`config.mk`:
```
export PLATFORM = sky130hd
export DESIGN_NAME = tick_scheduler_flat
export DESIGN_NICKNAME = d
export VERILOG_FILES = /design/src/rtl/tick_scheduler_pkg.sv /design/src/rtl/tick_scheduler_if.sv /design/src/rtl/tick_scheduler_sync2.sv /design/src/rtl/tick_scheduler.sv /design/src/flat_wrapper.sv
export SDC_FILE = /design/constraint.sdc
export NUM_CORES = 1
export LEC_CHECK = 0
export CAP_MARGIN = 20
export CORE_UTILIZATION = 45
export CTS_BUF_LIST = sky130_fd_sc_hd__clkbuf_8
export DETAILED_ROUTE_END_ITERATION = 16
export DONT_BUFFER_PORTS = 1
export PLACE_DENSITY_LB_ADDON = 0.05
export SLEW_MARGIN = 20
export SYNTH_ARGS = -nofsm -noshare
export SYNTH_HDL_FRONTEND = slang
export SYNTH_HIERARCHICAL = 1
export SYNTH_SLANG_ARGS = --single-unit
```
`constraint.sdc`:
```
create_clock -name clk -period 6.57 [get_ports clk]
set_input_delay 1.314 -clock clk [delete_from_list [all_inputs] [get_ports clk]]
set_output_delay 1.314 -clock clk [all_outputs]
set_load 0.05 [all_outputs]
```
`src/rtl/tick_scheduler_pkg.sv`:
```
// Shared constants and encodings for the PLL-following tick scheduler.
// Holds the FSM states, the reset defaults and the config-kind codes.
package tick_scheduler_pkg;

    typedef enum logic {
        WAIT_LOCK = 1'b0,
        RUN       = 1'b1
    } state_t;

    localparam int          TICK_WIDTH          = 27;
    localparam int unsigned TICK_DEFAULT_PERIOD = 124500000;
    localparam int          TICK_MIN_LEN        = 2;

    localparam logic CFG_PERIOD = 1'b0;
    localparam logic CFG_PHASE  = 1'b1;

endpackage

```
`src/rtl/tick_scheduler_if.sv`:
```
// Host-side configuration port: valid/ready handshake carrying a kind bit and a data word.
// The host drives the master modport, the scheduler consumes the slave modport.
interface tick_scheduler_if #(
    parameter int WIDTH = 27
);
    logic             cfg_valid;
    logic             cfg_ready;
    logic             cfg_kind;
    logic [WIDTH-1:0] cfg_data;

    modport master (
        output cfg_valid,
        output cfg_kind,
        output cfg_data,
        input  cfg_ready
    );

    modport slave (
        input  cfg_valid,
        input  cfg_kind,
        input  cfg_data,
        output cfg_ready
    );
endinterface

```
`src/rtl/tick_scheduler_sync2.sv`:
```
// Two-flop synchroniser for a single level signal coming from another clock domain.
// Output is the input delayed by two clk edges; both flops clear on reset.
module sync2 (
    input  logic clk,
    input  logic rst_n,
    input  logic d,
    output logic q
);
    logic meta_reg;
    logic sync_reg;

    always_ff @(posedge clk or negedge rst_n) begin
        if (!rst_n) begin
            meta_reg <= 1'b0;
            sync_reg <= 1'b0;
        end else begin
            meta_reg <= d;
            sync_reg <= meta_reg;
        end
    end

    assign q = sync_reg;
endmodule

```
`src/rtl/tick_scheduler.sv`:
```
// Periodic tick generator gated by PLL lock, with period/phase updates that only take
// effect at a period boundary so no tick is ever glitched or duplicated.
module tick_scheduler
    import tick_scheduler_pkg::*;
#(
    parameter int          WIDTH          = TICK_WIDTH,
    parameter int unsigned DEFAULT_PERIOD = TICK_DEFAULT_PERIOD,
    parameter int          MIN_LEN        = TICK_MIN_LEN
) (
    input  logic             clk,
    input  logic             rst_n,
    input  logic             locked,
    tick_scheduler_if.slave  cfg,
    output logic             tick,
    output logic [WIDTH-1:0] cnt,
    output logic             half,
    output logic             pending
);
    // Two guard bits keep the phase sum from wrapping before it is saturated.
    localparam int SW = WIDTH + 2;

    localparam logic [WIDTH-1:0]     DEF_LEN = WIDTH'(DEFAULT_PERIOD);
    localparam logic [WIDTH-1:0]     MIN_VAL = WIDTH'(MIN_LEN);
    localparam logic [WIDTH-1:0]     MAX_VAL = {WIDTH{1'b1}};
    localparam logic signed [SW-1:0] MIN_SUM = SW'(MIN_LEN);
    localparam logic signed [SW-1:0] MAX_SUM = {2'b00, MAX_VAL};

    state_t           state_reg,     state_next;
    logic [WIDTH-1:0] cnt_reg,       cnt_next;
    logic [WIDTH-1:0] cur_len_reg,   cur_len_next;
    logic [WIDTH-1:0] period_reg,    period_next;
    logic             pending_reg,   pending_next;
    logic             kind_reg,      kind_next;
    logic [WIDTH-1:0] data_reg,      data_next;
    logic             cfg_ready_reg, cfg_ready_next;

    logic                 locked_s;
    logic                 accept;
    logic                 wrap;
    logic [WIDTH-1:0]     in_period_len;
    logic [WIDTH-1:0]     shadow_period_len;
    logic signed [SW-1:0] phase_sum;
    logic [WIDTH-1:0]     phase_len;

    sync2 u_lock_sync (
        .clk   (clk),
        .rst_n (rst_n),
        .d     (locked),
        .q     (locked_s)
    );

    assign accept = cfg.cfg_valid && cfg_ready_reg;
    // Compare with >= so a shortened cur_len can never strand cnt above it.
    assign wrap   = (state_reg == RUN) && (cnt_reg >= cur_len_reg - 1'b1);

    assign in_period_len     = (cfg.cfg_data < MIN_VAL) ? MIN_VAL : cfg.cfg_data;
    assign shadow_period_len = (data_reg < MIN_VAL) ? MIN_VAL : data_reg;

    assign phase_sum = $signed({2'b00, period_reg})
                     + $signed({{2{data_reg[WIDTH-1]}}, data_reg});

    always_comb begin
        phase_len = phase_sum[WIDTH-1:0];
        if (phase_sum < MIN_SUM) begin
            phase_len = MIN_VAL;
        end else if (phase_sum > MAX_SUM) begin
            phase_len = MAX_VAL;
        end
    end

    always_comb begin
        state_next   = state_reg;
        cnt_next     = cnt_reg;
        cur_len_next = cur_len_reg;
        period_next  = period_reg;
        pending_next = pending_reg;
        kind_next    = kind_reg;
        data_next    = data_reg;

        case (state_reg)
            WAIT_LOCK: begin
                cnt_next = '0;
                // While idle a period write takes effect at once; phase steps are dropped
                // and any shadow carried over from RUN is left untouched.
                if (accept && (cfg.cfg_kind == CFG_PERIOD)) begin
                    period_next  = in_period_len;
                    cur_len_next = in_period_len;
                end
                if (locked_s) begin
                    state_next = RUN;
                end
            end

            RUN: begin
                if (!locked_s) begin
                    state_next = WAIT_LOCK;
                    cnt_next   = '0;
                end else if (wrap) begin
                    cnt_next = '0;
                    if (pending_reg) begin
                        pending_next = 1'b0;
                        if (kind_reg == CFG_PERIOD) begin
                            period_next  = shadow_period_len;
                            cur_len_next = shadow_period_len;
                        end else begin
                            cur_len_next = phase_len;
                        end
                    end else begin
                        cur_len_next = period_reg;
                    end
                end else begin
                    cnt_next = cnt_reg + 1'b1;
                end

                // Accepts only happen with pending clear, so this never races the wrap above.
                if (accept) begin
                    pending_next = 1'b1;
                    kind_next    = cfg.cfg_kind;
                    data_next    = cfg.cfg_data;
                end
            end

            default: begin
                state_next = WAIT_LOCK;
                cnt_next   = '0;
            end
        endcase

        cfg_ready_next = (state_next == WAIT_LOCK) ? 1'b1 : !pending_next;
    end

    always_ff @(posedge clk or negedge rst_n) begin
        if (!rst_n) begin
            state_reg     <= WAIT_LOCK;
            cnt_reg       <= '0;
            cur_len_reg   <= DEF_LEN;
            period_reg    <= DEF_LEN;
            pending_reg   <= 1'b0;
            kind_reg      <= CFG_PERIOD;
            data_reg      <= '0;
            cfg_ready_reg <= 1'b0;
        end else begin
            state_reg     <= state_next;
            cnt_reg       <= cnt_next;
            cur_len_reg   <= cur_len_next;
            period_reg    <= period_next;
            pending_reg   <= pending_next;
            kind_reg      <= kind_next;
            data_reg      <= data_next;
            cfg_ready_reg <= cfg_ready_next;
        end
    end

    assign tick          = (state_reg == RUN) && (cnt_reg == '0);
    assign cnt           = cnt_reg;
    assign half          = cnt_reg > (cur_len_reg >> 1);
    assign pending       = pending_reg;
    assign cfg.cfg_ready = cfg_ready_reg;
endmodule

```
`src/flat_wrapper.sv`:
```
// flat-port wrapper written by rule: the top's interface ports become plain ports
module tick_scheduler_flat import tick_scheduler_pkg::*;
#(
    parameter int          WIDTH          = TICK_WIDTH,
    parameter int unsigned DEFAULT_PERIOD = TICK_DEFAULT_PERIOD,
    parameter int          MIN_LEN        = TICK_MIN_LEN
)
  (clk, rst_n, locked, tick, cnt, half, pending, cfg_cfg_valid, cfg_cfg_kind, cfg_cfg_data, cfg_cfg_ready);
  tick_scheduler_if #(.WIDTH(WIDTH)) cfg_i ();
  input  logic clk;
  input  logic rst_n;
  input  logic locked;
  output logic tick;
  output logic [WIDTH-1:0] cnt;
  output logic half;
  output logic pending;
  input wire logic [$bits(cfg_i.cfg_valid)-1:0] cfg_cfg_valid;
  input wire logic [$bits(cfg_i.cfg_kind)-1:0] cfg_cfg_kind;
  input wire logic [$bits(cfg_i.cfg_data)-1:0] cfg_cfg_data;
  output wire logic [$bits(cfg_i.cfg_ready)-1:0] cfg_cfg_ready;
  assign cfg_i.cfg_valid = cfg_cfg_valid;
  assign cfg_i.cfg_kind = cfg_cfg_kind;
  assign cfg_i.cfg_data = cfg_cfg_data;
  assign cfg_cfg_ready = cfg_i.cfg_ready;
  tick_scheduler #(.WIDTH(WIDTH), .DEFAULT_PERIOD(DEFAULT_PERIOD), .MIN_LEN(MIN_LEN)) u_core (.clk(clk), .rst_n(rst_n), .locked(locked), .cfg(cfg_i), .tick(tick), .cnt(cnt), .half(half), .pending(pending));
endmodule
```
==> results.yml <==
sta:
  finalHoldViolations: 0
  setup_tns_ps: 0
  setup_viol: 0
  finalMaxSlewViolations: 0
  setup_ws_ps: 1310
  final.period_utilization: 0.800
  tightestPinTransition_ps: 1090
  period_needed_ps: 5260
  rsz0062_at_grt: "false"
  fmax_mhz: 190
  relSlewSlack: 0.275
  finClkSkew_ps: 17.8
cts:
  cts_sinks: 114
  cts_setup_buffers: 0
  cts_max_level: 4
  numCtsBuffers: 17
  cts_tree: "done"
  clockBufferDepth: 2
  cts_root_buffer: "clkbuf_8"
  clk-insertion-delay-late_ps: 450
  cts.repair.resized: 0
  cts_hold_buf: 0
  path_clk_slew_ps: 70
logic_synthesis:
  synth_top_family_by_area: "compound AO/OA/AOI/OAI gates"
  synth_ff_type: "dfrtp_1"
  avgSynthCellArea_um2: 8.55
  synth-xor-area-share: 0.0628
  ys_seq_elements: 114
  synth.area.mux_share: 0.0380
  ys_warn_count: 6
  synth_async_sr_flop_share: 1.00
  syn_area_um2: 9350
  synthAdderAreaFrac: 0.115
  synth_compound_area_frac: 0.240
  yosys.area_share.simple: 0.191
  synth.distinct_cells: 84
  synth-edff-count: 0
  synth_fp_nets: 1211
  postSynthCellCount: 1094
  seq_area_frac_synth: 0.309
setup_path:
  end_kind: "register"
  crit_chain: "nor3_1 -> nand2_1 -> nor4_1 -> nand3_1 -> nor2_1 -> nand2_1 -> nor4_1 -> xnor2_1 -> ha_1 -> and3_1 -> a221oi_1 -> o211ai_1 -> o21ai_0 -> nand2_1 -> buf_4 -> nand2_1 -> o22ai_1 -> a221oi_1"
  cpPeakStageDelay_ps: 590
  path_class: "register to register"
  critPathMaxFanout: 45
  slowest_stage: "o21ai_0"
  required_ps: 6910
  cpMostUsedCell: "nand2_1"
  r2r_cells: 18
  start_kind: "register"
  cp.arrival_ps: 5600
placed_design:
  pre_cts_ws_ps: 1340
  globalplace.congestion: 0.906
  io_buffers: 0
  hpwl_um: 21400
route:
  finalWirelength_um: 28300
  vias_per_cell: 6.14
  first_pass_iters: 5
  initialDrtViolationCount: 566
  ant_nets: 0
  num_vias: 8346
  remaining_drc_errors: 0
  routedWlPerCell_um: 20.8
die:
  die-height_um: 146
  initial_core_util: 0.461
  io_pins: 63
  rows: 52
  core_area_um2: 20300
  die_area_um2: 21400
  die_w_um: 146
grt:
  overflow: 0
  globalRouteMet2Util: 0.413
  first_global_vias: 8188
  use_met3: 0.0563
  antenna_found_initial: 0
  gr-usage-all-layers: 0.271
  grt_max_degree: 115
  grt_pass1_wl_um: 45000
  grt.busiest_layer: "met2"
  grt_use_met1: 0.376
worst_hold_path:
  hp-class: "register to register"
  hold_depth: 0
status:
  outcome: "finished clean"
layout:
  layout_commonest_cell: "nor2_1"
  finalNetCount: 1193
  final_cell_mix: "nor2_1, a21oi_1, dfrtp_1, ha_1, nand2_1"
  area_growth_pct: 6.68
  antenna_cells_inserted: 0
  drive_gt1_frac: 0.121
  final_util: 0.491
run:
  cap_viol_max_count: 0
power:
  power.leakage_nw: 4.18
  ir_worst_vdd_mv: 0.171
  powerDensity_nw_per_um2: 321
## logic make-up after synthesis
kind of cell               Yosys count
and+or+nand+nor                    355
AOI/OAI and AO/OA                  340
DFF                                114
buffers and inverters              101
adders and majority gates           85
xor gates and xnor gates            67
muxes                               32
## critical path, delay by kind of cell (launching register included)
family	cells	cell delay (ps)
DFF	1	440
AOI/OAI and AO/OA	5	1440
and+or+nand+nor	10	2490
xor gates and xnor gates	1	170
adders and majority gates	1	260
buffers and inverters	1	330
## per-stage QoR
stage	hold WS (ps)	std cells	instance area [um2]	total power [W]
floorplan	331	1094	9350	0.00213
global placement	335	1327	9550	0.00245
detailed placement	341	1327	9550	0.00246
CTS	357	1359	9980	0.00319
global route	361	1359	9980	0.00341
finish	353	1359	9980	0.00320
## synth_stat cells, types with 3 or more instances
cell type,instances,area (um2)
dfstp_2,26,683
a21oi_2,6,52.6
nand4_1,24,150
a221oi_1,4,35.0
xnor2_1,44,385
nand2b_1,5,31.3
a211o_1,3,26.3
nor2b_1,9,56.3
o21a_1,16,120
nand3b_1,3,22.5
nor4_1,27,169
buf_2,3,15.0
o21bai_1,4,30.0
and3_1,8,50.1
buf_6,5,56.3
nor3_1,21,105
nor2_1,105,394
clkbuf_1,36,135
nand2_1,73,274
a21o_1,12,90.1
a21oi_1,92,460
o22ai_1,17,106
ha_1,84,1050
a21o_2,4,35.0
or3_1,4,25.0
a21boi_0,4,30.0
xor2_1,23,201
and4_1,6,52.6
o211ai_1,24,180
a2bb2oi_1,14,123
dfrtp_1,88,2200
mux2_2,28,315
o41ai_1,3,26.3
mux2i_1,4,40.0
inv_1,52,195
a31oi_1,25,156
nand3_1,37,185
nor3b_1,15,113
o21ai_0,69,345
a211oi_1,13,97.6
## final timing paths
| path | from | to | slack (ps) |
|---|---|---|---|
| hold reg to reg | u_core/u_lock_sync/meta_reg | u_core/u_lock_sync/q | 350 |
| max in group asynchronous | rst_n | u_core/period_reg[21] | 5750 |
| setup / recovery | u_core/cur_len_reg[2] | u_core/period_reg[1] | 1310 |
| hold / removal | u_core/u_lock_sync/meta_reg | u_core/u_lock_sync/q | 350 |
| setup reg to reg | u_core/cur_len_reg[2] | u_core/period_reg[1] | 1310 |
| min in group asynchronous | rst_n | u_core/cnt[5] | 550 |
## power by group
group | internal (W) | switching (W) | leakage (nW)
clock | 0.000410 | 0.000314 | 0.210
sequential | 0.000850 | 0.000158 | 1.36
combinational | 0.000594 | 0.000876 | 2.61
## layout make-up
cell class | count | area (um2)
clock buffers | 17 | 234
clock inverters | 15 | 194
fillers | 2034 | 10300
inverters | 54 | 203
multi-input cells | 879 | 6050
flip-flops and latches | 114 | 2890
well taps | 270 | 338
repair buffers | 10 | 75.1
## metal layers
layer | routed length (um) | vias to the layer above
met2 | 12200 | 303
li1 | - | 4041
met3 | 1960 | 45
met4 | 827 | 0
met5 | 0 | -
met1 | 13300 | 3957
(Power assumes the default switching activity.)
